## src/rtl/btb_update_queue_pkg.sv

```systemverilog
// Shared types for the BTB update queue: update packet layout, resolved-branch
// record and a helper that builds a valid packet from a branch.
package btb_update_queue_pkg;

  localparam int SRC_W       = 31;
  localparam int UPD_W       = 67;
  localparam int UPD_SRC_LSB = 36;
  localparam int UPD_DST_LSB = 4;
  localparam int UPD_JMP_BIT = 2;
  localparam int UPD_CMP_BIT = 1;
  localparam int UPD_VLD_BIT = 0;

  typedef struct packed {
    logic [SRC_W-1:0] src;
    logic             pad0;
    logic [SRC_W-1:0] dst;
    logic             pad1;
    logic             isJump;
    logic             compr;
    logic             valid;
  } bt_update_t;

  typedef struct packed {
    logic             valid;
    logic [SRC_W-1:0] src;
    logic [SRC_W-1:0] dst;
    logic             isJump;
    logic             compr;
    logic             taken;
    logic             btbHit;
  } br_res_t;

  function automatic bt_update_t mk_update(br_res_t b);
    bt_update_t u;
    u        = '0;
    u.src    = b.src;
    u.dst    = b.dst;
    u.isJump = b.isJump;
    u.compr  = b.compr;
    u.valid  = 1'b1;
    return u;
  endfunction

endpackage

```

## src/rtl/btb_upd_fifo.sv

```systemverilog
// Generic DEPTH x W synchronous FIFO; exposes occupancy, a per-entry live mask
// and a key slice of every entry so the owner can do associative lookups.
module btb_upd_fifo #(
  parameter int DEPTH   = 4,
  parameter int W       = 67,
  parameter int KEY_LSB = 36,
  parameter int KEY_W   = 31,
  localparam int AW     = $clog2(DEPTH)
) (
  input  logic                            clk,
  input  logic                            rst,
  input  logic                            push_i,
  input  logic                            pop_i,
  input  logic [W-1:0]                    wdata_i,
  output logic [W-1:0]                    rdata_o,
  output logic [AW:0]                     count_o,
  output logic [DEPTH-1:0]                live_o,
  output logic [DEPTH-1:0][KEY_W-1:0]     keys_o
);

  localparam logic [AW:0] FULL_CNT = (AW+1)'(DEPTH);

  logic [DEPTH-1:0][W-1:0] mem_q;
  logic [AW-1:0]           wptr_q, rptr_q;
  logic [AW:0]             count_q, count_d;
  logic                    do_push, do_pop;

  // A push into a full FIFO is only legal when a pop frees the slot this cycle.
  assign do_pop  = pop_i && (count_q != '0);
  assign do_push = push_i && ((count_q != FULL_CNT) || do_pop);

  always_comb begin
    count_d = count_q;
    if (do_push && !do_pop)      count_d = count_q + 1'b1;
    else if (do_pop && !do_push) count_d = count_q - 1'b1;
  end

  always_ff @(posedge clk) begin
    if (!rst) begin
      wptr_q  <= '0;
      rptr_q  <= '0;
      count_q <= '0;
    end else begin
      if (do_push) begin
        mem_q[wptr_q] <= wdata_i;
        wptr_q        <= wptr_q + 1'b1;
      end
      if (do_pop) rptr_q <= rptr_q + 1'b1;
      count_q <= count_d;
    end
  end

  assign rdata_o = mem_q[rptr_q];
  assign count_o = count_q;

  for (genvar i = 0; i < DEPTH; i++) begin : g_ent
    logic [AW-1:0] off;
    assign off       = AW'(i) - rptr_q;
    assign live_o[i] = {1'b0, off} < count_q;
    assign keys_o[i] = mem_q[i][KEY_LSB +: KEY_W];
  end

endmodule

```

## src/rtl/btb_update_queue.sv

```systemverilog
// BTB write-side producer: filters/dedups missed taken branches, queues them
// and emits one update packet per cycle. BTB_UPD_STATS_EN enables the drop counter.
module btb_update_queue
  import btb_update_queue_pkg::*;
#(
  parameter int DEPTH = 4
) (
  input  logic              clk,
  input  logic              rst,
  input  logic              IN_brValid,
  input  logic [30:0]       IN_brSrc,
  input  logic [30:0]       IN_brDst,
  input  logic              IN_brIsJump,
  input  logic              IN_brCompr,
  input  logic              IN_brTaken,
  input  logic              IN_brBtbHit,
  input  logic              IN_btReady,
  output logic [66:0]       OUT_btUpdate,
  output logic              OUT_full,
  output logic [15:0]       OUT_dropCnt
);

  localparam int          AW       = $clog2(DEPTH);
  localparam logic [AW:0] FULL_CNT = (AW+1)'(DEPTH);

  br_res_t                      br;
  bt_update_t                   out_q, head;
  logic [AW:0]                  count;
  logic [DEPTH-1:0]             live, ent_hit;
  logic [DEPTH-1:0][SRC_W-1:0]  keys;
  logic                         cand, dup, pop, push;

  always_comb begin
    br        = '0;
    br.valid  = IN_brValid;
    br.src    = IN_brSrc;
    br.dst    = IN_brDst;
    br.isJump = IN_brIsJump;
    br.compr  = IN_brCompr;
    br.taken  = IN_brTaken;
    br.btbHit = IN_brBtbHit;
  end

  assign cand = br.valid && (br.taken || br.isJump) && !br.btbHit;

  for (genvar i = 0; i < DEPTH; i++) begin : g_dup
    assign ent_hit[i] = live[i] && (keys[i] == br.src);
  end

  // The in-flight output packet counts as queued for dedup purposes.
  assign dup  = (|ent_hit) || (out_q.valid && (out_q.src == br.src));
  assign pop  = (count != '0) && (!out_q.valid || IN_btReady);
  assign push = cand && !dup && ((count != FULL_CNT) || pop);

  btb_upd_fifo #(
    .DEPTH   (DEPTH),
    .W       (UPD_W),
    .KEY_LSB (UPD_SRC_LSB),
    .KEY_W   (SRC_W)
  ) u_fifo (
    .clk     (clk),
    .rst     (rst),
    .push_i  (push),
    .pop_i   (pop),
    .wdata_i (mk_update(br)),
    .rdata_o (head),
    .count_o (count),
    .live_o  (live),
    .keys_o  (keys)
  );

  always_ff @(posedge clk) begin
    if (!rst)            out_q       <= '0;
    else if (pop)        out_q       <= head;
    else if (IN_btReady) out_q.valid <= 1'b0;
  end

  assign OUT_btUpdate = out_q;
  assign OUT_full     = (count == FULL_CNT);

`ifdef BTB_UPD_STATS_EN
  logic [15:0] drop_cnt_q;
  logic        drop;
  assign drop = cand && !push;

  always_ff @(posedge clk) begin
    if (!rst)                               drop_cnt_q <= '0;
    else if (drop && drop_cnt_q != 16'hFFFF) drop_cnt_q <= drop_cnt_q + 16'd1;
  end

  assign OUT_dropCnt = drop_cnt_q;
`else
  assign OUT_dropCnt = '0;
`endif

endmodule

```

## config.mk

```make
export PLATFORM = sky130hd
export DESIGN_NAME = btb_update_queue
export DESIGN_NICKNAME = d
export VERILOG_FILES = /design/src/rtl/btb_update_queue_pkg.sv /design/src/rtl/btb_upd_fifo.sv /design/src/rtl/btb_update_queue.sv
export SDC_FILE = /design/constraint.sdc
export NUM_CORES = 1
export LEC_CHECK = 0
export CELL_PAD_IN_SITES_DETAIL_PLACEMENT = 1
export CELL_PAD_IN_SITES_GLOBAL_PLACEMENT = 1
export CORE_UTILIZATION = 29
export DETAILED_ROUTE_END_ITERATION = 10
export GPL_TIMING_DRIVEN = 0
export PLACE_DENSITY = 0.51
export SETUP_SLACK_MARGIN = 0.4
export SLEW_MARGIN = 20
export SYNTH_ARGS = -nofsm -noshare
export SYNTH_HDL_FRONTEND = slang
export SYNTH_HIERARCHICAL = 1
export SYNTH_SLANG_ARGS = --single-unit
```

## constraint.sdc

```tcl
create_clock -name clk -period 5.46 [get_ports clk]
set_input_delay 1.092 -clock clk [delete_from_list [all_inputs] [get_ports clk]]
set_output_delay 1.092 -clock clk [all_outputs]
set_load 0.01 [all_outputs]
```

## Yosys cells after proc, flatten, opt, wreduce, memory -nomap -nowiden

Cells that the tools add are included.
Widths: inputs -> output; s select.

| cells by class | value |
|---|---|
| add/sub/neg operators | 8 |
| $lt $le $gt $ge | 7 |
| eq/ne operators | 7 |
| multiplexer cells | 9 |
| reduce and logical (&&, ||, !) cells | 30 |

Operator list:

| kind | count |
|---|---|
| $bwmux 268 | 1 |
| $eq 31x31->1 | 5 |
| $bmux 67 s2 | 1 |
| $demux 67 s2 | 1 |
| $mux 67 | 2 |
| $logic_and 1x1->1 | 15 |
| $lt 2x3->1 | 4 |
| $lt 2x3->1 const B | 2 |
| $mux 3 | 2 |
| $logic_not 1->1 | 5 |
| $logic_or 1x1->1 | 5 |
| $add 2x1->2 const B | 2 |
| $reduce_bool 2->1 | 2 |
| $reduce_or 4->1 | 1 |
| $sub 1x2->2 const A | 2 |
| $sub 2x2->2 const A | 2 |
| $add 3x1->3 const B | 1 |
| $eq 3x3->1 const B | 1 |
| $ne 3x3->1 const B | 1 |
| $reduce_bool 3->1 | 1 |
| $sub 3x1->3 const B | 1 |
| $ge 2x1->1 const B | 1 |
| $mux 1 | 2 |
| $reduce_and 2->1 | 1 |

| storage, ports and cells | value |
|---|---|
| register bits after elaboration | 342 |
| input port bits | 70 |
| output and inout bits | 84 |
| word-level logic and storage cells | 75 |

## Longest topological paths before layout

Gate-level depths: netlist of run 1.

| logic depth | value |
|---|---|
| word-level depth | 13 |
| depth in mapped cells | 19 |
| depth with buffers taken out | 16 |

## Modules after synthesis

Netlist of run 1, hierarchy kept.

Modules (own cells, without submodules):

| module | instances | cells an instance | area each (µm²) | sequential area each (µm²) |
|---|---|---|---|---|
| btb_upd_fifo | 1 | 536 | 11133.2 | 8187.9 |
| btb_update_queue | 1 | 553 | 4683.2 | 1341.3 |

## Least setup slack after synthesis of run 1

Ideal clock, no wire load.

| timing path | value |
|---|---|
| kind | input port to flip-flop |
| start point | input port IN_brSrc[23] |
| end point | register u_fifo.mem_q (netlist bit u_fifo/keys_o[0]) (enable) |
| library setup time | 0.433 ns |
| arrival time | 3.694 ns |
| required time | 5.027 ns |
| setup slack | 1.334 ns |
| cell stages on the path | 9 |
| buffers on the path | 2 |
| cells stage by stage | buf_2 -> xnor2_1 -> nand4_1 -> nor4_1 -> a22oi_1 -> and3_1 -> o41a_1 -> buf_6 -> and3_1 |

| between the ends | value |
|---|---|
| cells in the longest elaborated chain, start to end | 9 |
| elaborated cells on any way between the ends | 17 |
| those cells by class | eq/ne: 5; reduce/logical: 12 |

Ends and longest elaborated chain:

| item | line | source |
|---|---|---|
| start, declared | btb_update_queue.sv:11 | `input logic [30:0] IN_brSrc,` |
| $eq 31x31->1 | btb_update_queue.sv:47 | `assign ent_hit[i] = live[i] && (keys[i] == br.src);` |
| $logic_and 1x1->1 | btb_update_queue.sv:47 |  |
| $reduce_or 4->1 | btb_update_queue.sv:51 | `assign dup = (\|ent_hit) \|\| (out_q.valid && (out_q.src == br.src));` |
| $logic_or 1x1->1 * | btb_update_queue.sv:51 |  |
| $logic_not 1->1 * | btb_update_queue.sv:53 | `assign push = cand && !dup && ((count != FULL_CNT) \|\| pop);` |
| $logic_and 1x1->1 * (2 in series) | btb_update_queue.sv:53 |  |
| via push | btb_update_queue.sv:31 | `logic cand, dup, pop, push;` |
| $logic_and 1x1->1 * | btb_upd_fifo.sv:30 | `assign do_push = push_i && ((count_q != FULL_CNT) \|\| do_pop);` |
| via u_fifo.do_push | btb_upd_fifo.sv:26 | `logic do_push, do_pop;` |
| $reduce_and 2->1 (no line) * | - |  |
| end signal, assigned by index | btb_upd_fifo.sv:45 | `mem_q[wptr_q] <= wdata_i;` |
| end, declared | btb_upd_fifo.sv:23 | `logic [DEPTH-1:0][W-1:0] mem_q;` |

The timed path passes the listed nets; every way through them passes the cells marked *.
A chain may end at the register's enable or synchronous reset.

## Worst setup path in the final report of run 1

| timing path | value |
|---|---|
| start point | input port IN_brSrc[8] |
| end point | register u_fifo.count_q[2] (netlist: u_fifo/count_o[2]) |

| between the ends | value |
|---|---|
| cells in the longest elaborated chain, start to end | 11 |
| elaborated cells on any way between the ends | 21 |
| those cells by class | eq/ne: 5; mux: 1; reduce/logical: 15 |

Ends and longest elaborated chain:

| item | line | source |
|---|---|---|
| $eq 31x31->1 | btb_update_queue.sv:47 |  |
| $logic_and 1x1->1 | btb_update_queue.sv:47 |  |
| $reduce_or 4->1 | btb_update_queue.sv:51 |  |
| $logic_or 1x1->1 * | btb_update_queue.sv:51 |  |
| $logic_not 1->1 * | btb_update_queue.sv:53 |  |
| $logic_and 1x1->1 * (2 in series) | btb_update_queue.sv:53 |  |
| via push | btb_update_queue.sv:31 |  |
| $logic_and 1x1->1 * | btb_upd_fifo.sv:30 |  |
| via u_fifo.do_push | btb_upd_fifo.sv:26 |  |
| $logic_not 1->1 | btb_upd_fifo.sv:35 | `else if (do_pop && !do_push) count_d = count_q - 1'b1;` |
| $logic_and 1x1->1 | btb_upd_fifo.sv:35 |  |
| $reduce_bool 2->1 (no line) | - |  |
| end signal, assigned | btb_upd_fifo.sv:49 | `count_q <= count_d;` |
| end, declared | btb_upd_fifo.sv:25 | `logic [AW:0] count_q, count_d;` |

Marked as above.

==> results of run 1 <==
==> cells in the mapped netlist (9+ instances only) <==
cell type	n	area [um^2]
edfxtp_1	268	8050
buf_4	157	1180
xnor2_1	152	1330
nand2_1	138	518
dfxtp_1	74	1480
mux4_2	67	1510
a21boi_1	40	300
nand4_1	40	250
a21boi_0	29	218
buf_6	22	248
clkbuf_1	16	60.1
buf_2	15	75.1
nor4_1	10	62.6
ha_1	9	113
==> metal layers <==
| metal | wire [um] | vias up | global-route usage [%] |
|---|---|---|---|
| li1 | - | 4177 | - |
| met1 | 20800 | 4657 | 22.8 |
| met2 | 22500 | 171 | 28.3 |
| met3 | 2150 | 52 | 3.03 |
| met4 | 824 | 6 | 4.58 |
| met5 | 32 | - | 0 |
==> registers in the layout, indices dropped and copies added (netlist names) <==
register and flops:
u_fifo/mem_q 144, u_fifo/wptr_q 2, u_fifo/count_o 3, OUT_btUpdate 67, u_fifo/keys_o 124, u_fifo/rptr_q 2
==> cell usage in the layout, fill, tap and decap left out, types with 4 or more instances in the layout <==
cell type | synthesis | routed
inv_1 | 7 | 7
and3_4 | 0 | 4
buf_6 | 22 | 22
a21boi_1 | 40 | 40
clkbuf_1 | 16 | 30
clkbuf_8 | 0 | 7
ha_1 | 9 | 9
buf_2 | 15 | 15
mux4_2 | 67 | 67
buf_4 | 157 | 157
nor4_1 | 10 | 10
nand4_1 | 40 | 40
nand2_1 | 138 | 138
xnor2_2 | 7 | 7
clkdlybuf4s50_1 | 0 | 137
clkbuf_16 | 0 | 41
xnor2_1 | 152 | 152
a21boi_0 | 29 | 29
buf_16 | 0 | 4
dfxtp_1 | 74 | 74
edfxtp_1 | 268 | 268
clkinv_2 | 0 | 9
conb_1 | 2 | 28
==> final cells by class <==
class / instances / share of cell area [%]
clock buffers: 62 / 5.99
flip-flops and latches: 342 / 48.5
well taps: 696 / 4.44
multi-input cells: 554 / 24.5
clock inverters: 14 / 0.746
inverters: 9 / 0.172
plain buffers: 210 / 7.96
repair buffers: 142 / 7.65
==> critical path, stage by stage <==
cell and delay [ps]:
clkdlybuf4s50_1 520, buf_4 230, xnor2_1 380, nand4_1 240
nor4_1 530, a22oi_1 160, and3_1 230, o41a_1 120
buf_6 150, ha_1 220, inv_1 70, fa_1 170
xor2_1 80, or3_2 400, a21boi_0 160
==> logic make-up (layout without fill, tap and decap cells) <==
family / after synthesis / after routing / synth area share, %
xor gates and xnor gates: 160 / 160 / 9.19
adders and majority gates: 10 / 10 / 0.839
DFF: 342 / 342 / 60.2
other: 2 / 28 / 0.0475
buffers and inverters: 219 / 437 / 10.1
AOI/OAI and AO/OA: 84 / 84 / 4.03
muxes: 70 / 70 / 9.73
and+or+nand+nor: 202 / 202 / 5.82
==> path summary, 6_finish.rpt <==
kind                  endpoint  depth (start not counted)  slack (ps)             start
max          u_fifo/count_o[2]                         15        1180       IN_brSrc[8]
min           OUT_btUpdate[13]                          2         450  OUT_btUpdate[13]
max reg2reg  u_fifo/count_o[2]                         18        1380  u_fifo/rptr_q[1]
min reg2reg   OUT_btUpdate[13]                          2         450  OUT_btUpdate[13]
==> power breakdown <==
part / internal (uW) / total (uW) / switching (uW)
combinational: 1120 / 2510 / 1390
clock: 1590 / 2680 / 1090
sequential: 3050 / 3260 / 217
total: 5760 / 8460 / 2700
==> stage by stage <==
step	hold WS, ps	instances	total power (uW)	utilization, %
after detailed placement	448	1953	5900	34.0
after floorplan	468	1115	4690	-
final	453	2029	8460	36.5
after global routing	481	2029	8900	36.5
after global placement	445	1948	5890	33.7
after CTS	456	2029	8650	36.5
==> run_results.csv, run 1 <==
group,metric,value,unit
clock_network,cts_tree,"built",
sta,max_freq,234,MHz
run,maxCapViolations,0,
yosys,yosys_register_bits,342,
routing,wirelength,46.3,mm
global_route,antenna_found_initial,4,
final_layout,nFillCells,5606,
routing,post_drt_via_cell_ratio,4.47,
sta,report.final.slew_viol_count,0,
routing,first_pass_iters,4,
placed_design,place_area,18300,um^2
clock_network,cts_hold_buf,0,
critical_path,required,5950,ps
sta,fin_crit_sh,78.4,%
yosys,ys_seq_area_share,60.2,%
die,fp.dieW,236,um
status,status,"completed",
final_layout,n_antenna_cell,0,
sta,grt_setup_unrepaired,"false",
clock_network,clkLatencyLatePin,570,ps
yosys,mappedNetlistArea,15800,um^2
die,initial_core_util,29.4,%
final_layout,final_area,19600,um^2
sta,postLayoutSetupSlackWorst,1180,ps
die,num_rows,85,
die,ios,154,
power,leakagePower,0.00658,uW
final_layout,areaGrowthSynthToFinish,24.1,%
critical_path,critPathArrivalTime,4770,ps
final_layout,multi_input_area,4810,um^2
die,die_area,55500,um^2
sta,setup_viol,0,
yosys,async_reset_ff_share,0,%
sta,relSlewSlack,27.7,%
placed_design,dp_hpwl,32.3,mm
placed_design,pre_cts_ws,649,ps
placed_design,place_congestion,0.777,
routing,wl_per_cell,22.8,um
critical_path,endpoint_kind,"register",
critical_path,cp-start-kind,"input pin",
critical_path,crit_type,"input pin to register",
global_route,grt_overflow,0,
placed_design,portBuffers,137,
sta,final.setup.tns,0,ps
sta,finalHoldViolCount,0,
sta,period_minus_slack,4280,ps
clock_network,post_cts_buffers,0,
power,power_density,431,nW/um^2
clock_network,clock-sinks,342,
clock_network,cts-root-buf,"clkbuf_16",
final_layout,layout-drive-gt1-share,25.7,%
clock_network,cts_inserted_buffers,41,
min_path,hold_class,"register to register",
die,core,53800,um^2
global_route,grt_start_max_net_pins,40,
sta,tightest_slew,1090,ps
power,irDropWorstVdd,220,uV
routing,drtIter0Drc,478,
yosys,synthCells,1089,
clock_network,cts.clk_slew.worst_paths,60,ps
critical_path,critPathMaxFanout,7,
yosys,ys.flop_type,"edfxtp_1",
clock_network,clk_path_buf_depth,3,
routing,drc,0,
yosys,yosysUniqueCellTypes,36,
global_route,grt_pass1_vias,9948,
clock_network,cts_resized,0,
yosys,postSynthAreaPerCell,14.5,um^2
final_layout,nets,1380,
sta,finalClockSkew,27.0,ps
global_route,grt_usage,17.0,%
yosys,synth_edf_count,268,
routing,detail-route-antenna-nets,0,
die,die_y,236,um
routing,num_vias,9063,
clock_network,h-tree-depth,2,
yosys,yosysWarnings,6,
global_route,grt_pass1_wl,68.5,mm
final_layout,seq_area,9530,um^2
No activity file was read; power rests on OpenSTA's default activity.
==> run 2: changes to the inputs <==
--- a/config.mk
+++ b/config.mk
@@ -10,7 +10,7 @@
 export CORE_UTILIZATION = 29
 export DETAILED_ROUTE_END_ITERATION = 10
 export GPL_TIMING_DRIVEN = 0
-export PLACE_DENSITY = 0.51
+export PLACE_DENSITY = 0.53
 export SETUP_SLACK_MARGIN = 0.4
 export SLEW_MARGIN = 20
 export SYNTH_ARGS = -nofsm -noshare
==> constraint.sdc (replaced) <==
create_clock -name clk -period 3.5 [get_ports clk]
set_input_delay 0.7 -clock clk [delete_from_list [all_inputs] [get_ports clk]]
set_output_delay 0.7 -clock clk [all_outputs]
set_load 0.01 [all_outputs]
==> run_results.csv, run 2 (synthesis results as in run 1) <==
group,metric,value,unit
clock_network,clock-sinks,342,
status,status,"completed",
critical_path,required,3820,ps
clock_network,cts_inserted_buffers,41,
min_path,hold_class,"register to register",
routing,num_vias,9527,
placed_design,place_congestion,0.838,
die,ios,154,
routing,post_drt_via_cell_ratio,4.52,
global_route,use_met1,23.1,%
clock_network,cts.clk_slew.worst_paths,60,ps
clock_network,cts-root-buf,"clkbuf_16",
sta,relSlewSlack,25.9,%
run,maxCapViolations,0,
critical_path,cp_slowest_stage_delay,500,ps
clock_network,clk_path_buf_depth,3,
critical_path,cp_cell_sequence,"clkdlybuf4s50_1 -> buf_6 -> xnor2_1 -> nand4_1 -> nor4_1 -> a21oi_1 -> and3_4 -> o41a_1 -> buf_6 -> buf_4 -> buf_6 -> and3_4 -> buf_4 -> buf_12 -> buf_16",
final_layout,final_cells,2110,
global_route,grt_busiest_layer,"met2",
sta,finalHoldViolCount,0,
sta,report.final.slew_viol_count,0,
die,die_y,236,um
die,die_area,55500,um^2
power,leakagePower,0.00729,uW
final_layout,nFillCells,5483,
sta,finalClockSkew,17.5,ps
routing,first_pass_iters,5,
sta,setup_viol,0,
final_layout,seq_area,9540,um^2
routing,drc,0,
die,fp.dieW,236,um
critical_path,cp-start-kind,"input pin",
global_route,grt_overflow,0,
final_layout,layout-drive-gt1-share,31.7,%
final_layout,multi_input_area,5140,um^2
critical_path,crit_type,"input pin to register",
sta,final.setup.tns,0,ps
global_route,grt_usage,18.1,%
power,irDropWorstVdd,313,uV
critical_path,critPathSlowestCell,"clkdlybuf4s50_1",
die,num_rows,85,
final_layout,nets,1459,
final_layout,final_common_cell,"edfxtp_1",
sta,period_minus_slack,3480,ps
placed_design,dp_hpwl,31.2,mm
clock_network,cts_tree,"built",
sta,fin_crit_sh,99.5,%
final_layout,final_cell_mix,"268 x edfxtp_1, 173 x buf_4, 141 x xnor2_1",
critical_path,critPathArrivalTime,3800,ps
sta,max_freq,287,MHz
global_route,grtUsageMet3,3.27,%
final_layout,areaGrowthSynthToFinish,34.7,%
critical_path,critPathMaxFanout,5,
power,p_total,13600,uW
global_route,grt_pass1_vias,10300,
final_layout,largest-register,"u_fifo/mem_q",
routing,wl_per_cell,23.9,um
clock_network,clkLatencyLatePin,570,ps
global_route,grt_util_met2,30.7,%
routing,detail-route-antenna-nets,0,
global_route,grt_start_max_net_pins,20,
power,power_density,637,nW/um^2
routing,drtIter0Drc,515,
global_route,antenna_found_initial,2,
routing,wirelength,50.5,mm
die,initial_core_util,29.4,%
clock_network,cts_hold_buf,0,
placed_design,portBuffers,137,
sta,grt_setup_unrepaired,"true",
global_route,grt_pass1_wl,71.6,mm
placed_design,dp_cells,1952,
critical_path,endpoint_kind,"register",
final_layout,largest_reg_flops,144,
critical_path,cp_common_cell,"buf_6",
sta,tightest_slew,1110,ps
die,core,53800,um^2
clock_network,h-tree-depth,2,
## run 2: repair_timing
action | in CTS | in global routing
gates resized for setup | 64 | 21
buffers inserted | 34 | 12
gates cloned | 30 | 4
pin swaps | 18 | 14
setup endpoints to repair | 271 | 273
## run 2: metrics by stage
stage | setup WS (ps) | cell area, um^2 | hold WS [ps] | util [%]
final | 17.8 | 21300 | 453 | 39.6
after floorplan | 404 | 16000 | 468 | -
after CTS | 79.9 | 20900 | 455 | 38.9
after global routing | -42.8 | 21300 | 472 | 39.6
after global placement | -1490 | 18200 | 444 | 33.8
after detailed placement | -740 | 18300 | 448 | 34.1
## run 2: worst paths after layout
check / slack, ps / to / cells past startpoint / start
worst min register to register: 450 / OUT_btUpdate[13] / 2 / OUT_btUpdate[13]
worst min-delay path: 450 / OUT_btUpdate[13] / 2 / OUT_btUpdate[13]
worst max register to register: 20 / u_fifo/keys_o[114] / 19 / u_fifo/rptr_q[1]
worst max-delay path: 20 / u_fifo/keys_o[114] / 15 / IN_brSrc[25]
## run 2: cell type report
cell class | instances | area share, %
plain buffers | 210 | 7.55
clock inverters | 16 | 0.711
flip-flops and latches | 342 | 44.8
clock buffers | 60 | 5.49
well taps | 696 | 4.09
inverters | 9 | 0.176
diodes | 2 | 0.0235
multi-input cells | 563 | 24.1
repair buffers | 212 | 13.1
## run 2: critical path: cells and delay by family
kind / cells / cell delay (ps)
compound gates: 2 / 240
simple gates: 4 / 950
buf+inv: 8 / 1470
xor+xnor: 1 / 420
## run 2: power by group
| part | switching, uW | internal (uW) | total [uW] |
|---|---|---|---|
| registers | 368 | 4760 | 5130 |
| logic | 2270 | 1990 | 4260 |
| clock network | 1710 | 2470 | 4190 |
| total | 4350 | 9220 | 13600 |
## run 2: layer usage
metal | part of all wire [%] | up-vias
li1 | - | 4379
met4 | 2.8 | 0
met2 | 50 | 208
met1 | 43 | 4876
met5 | 0 | -
met3 | 4.3 | 64
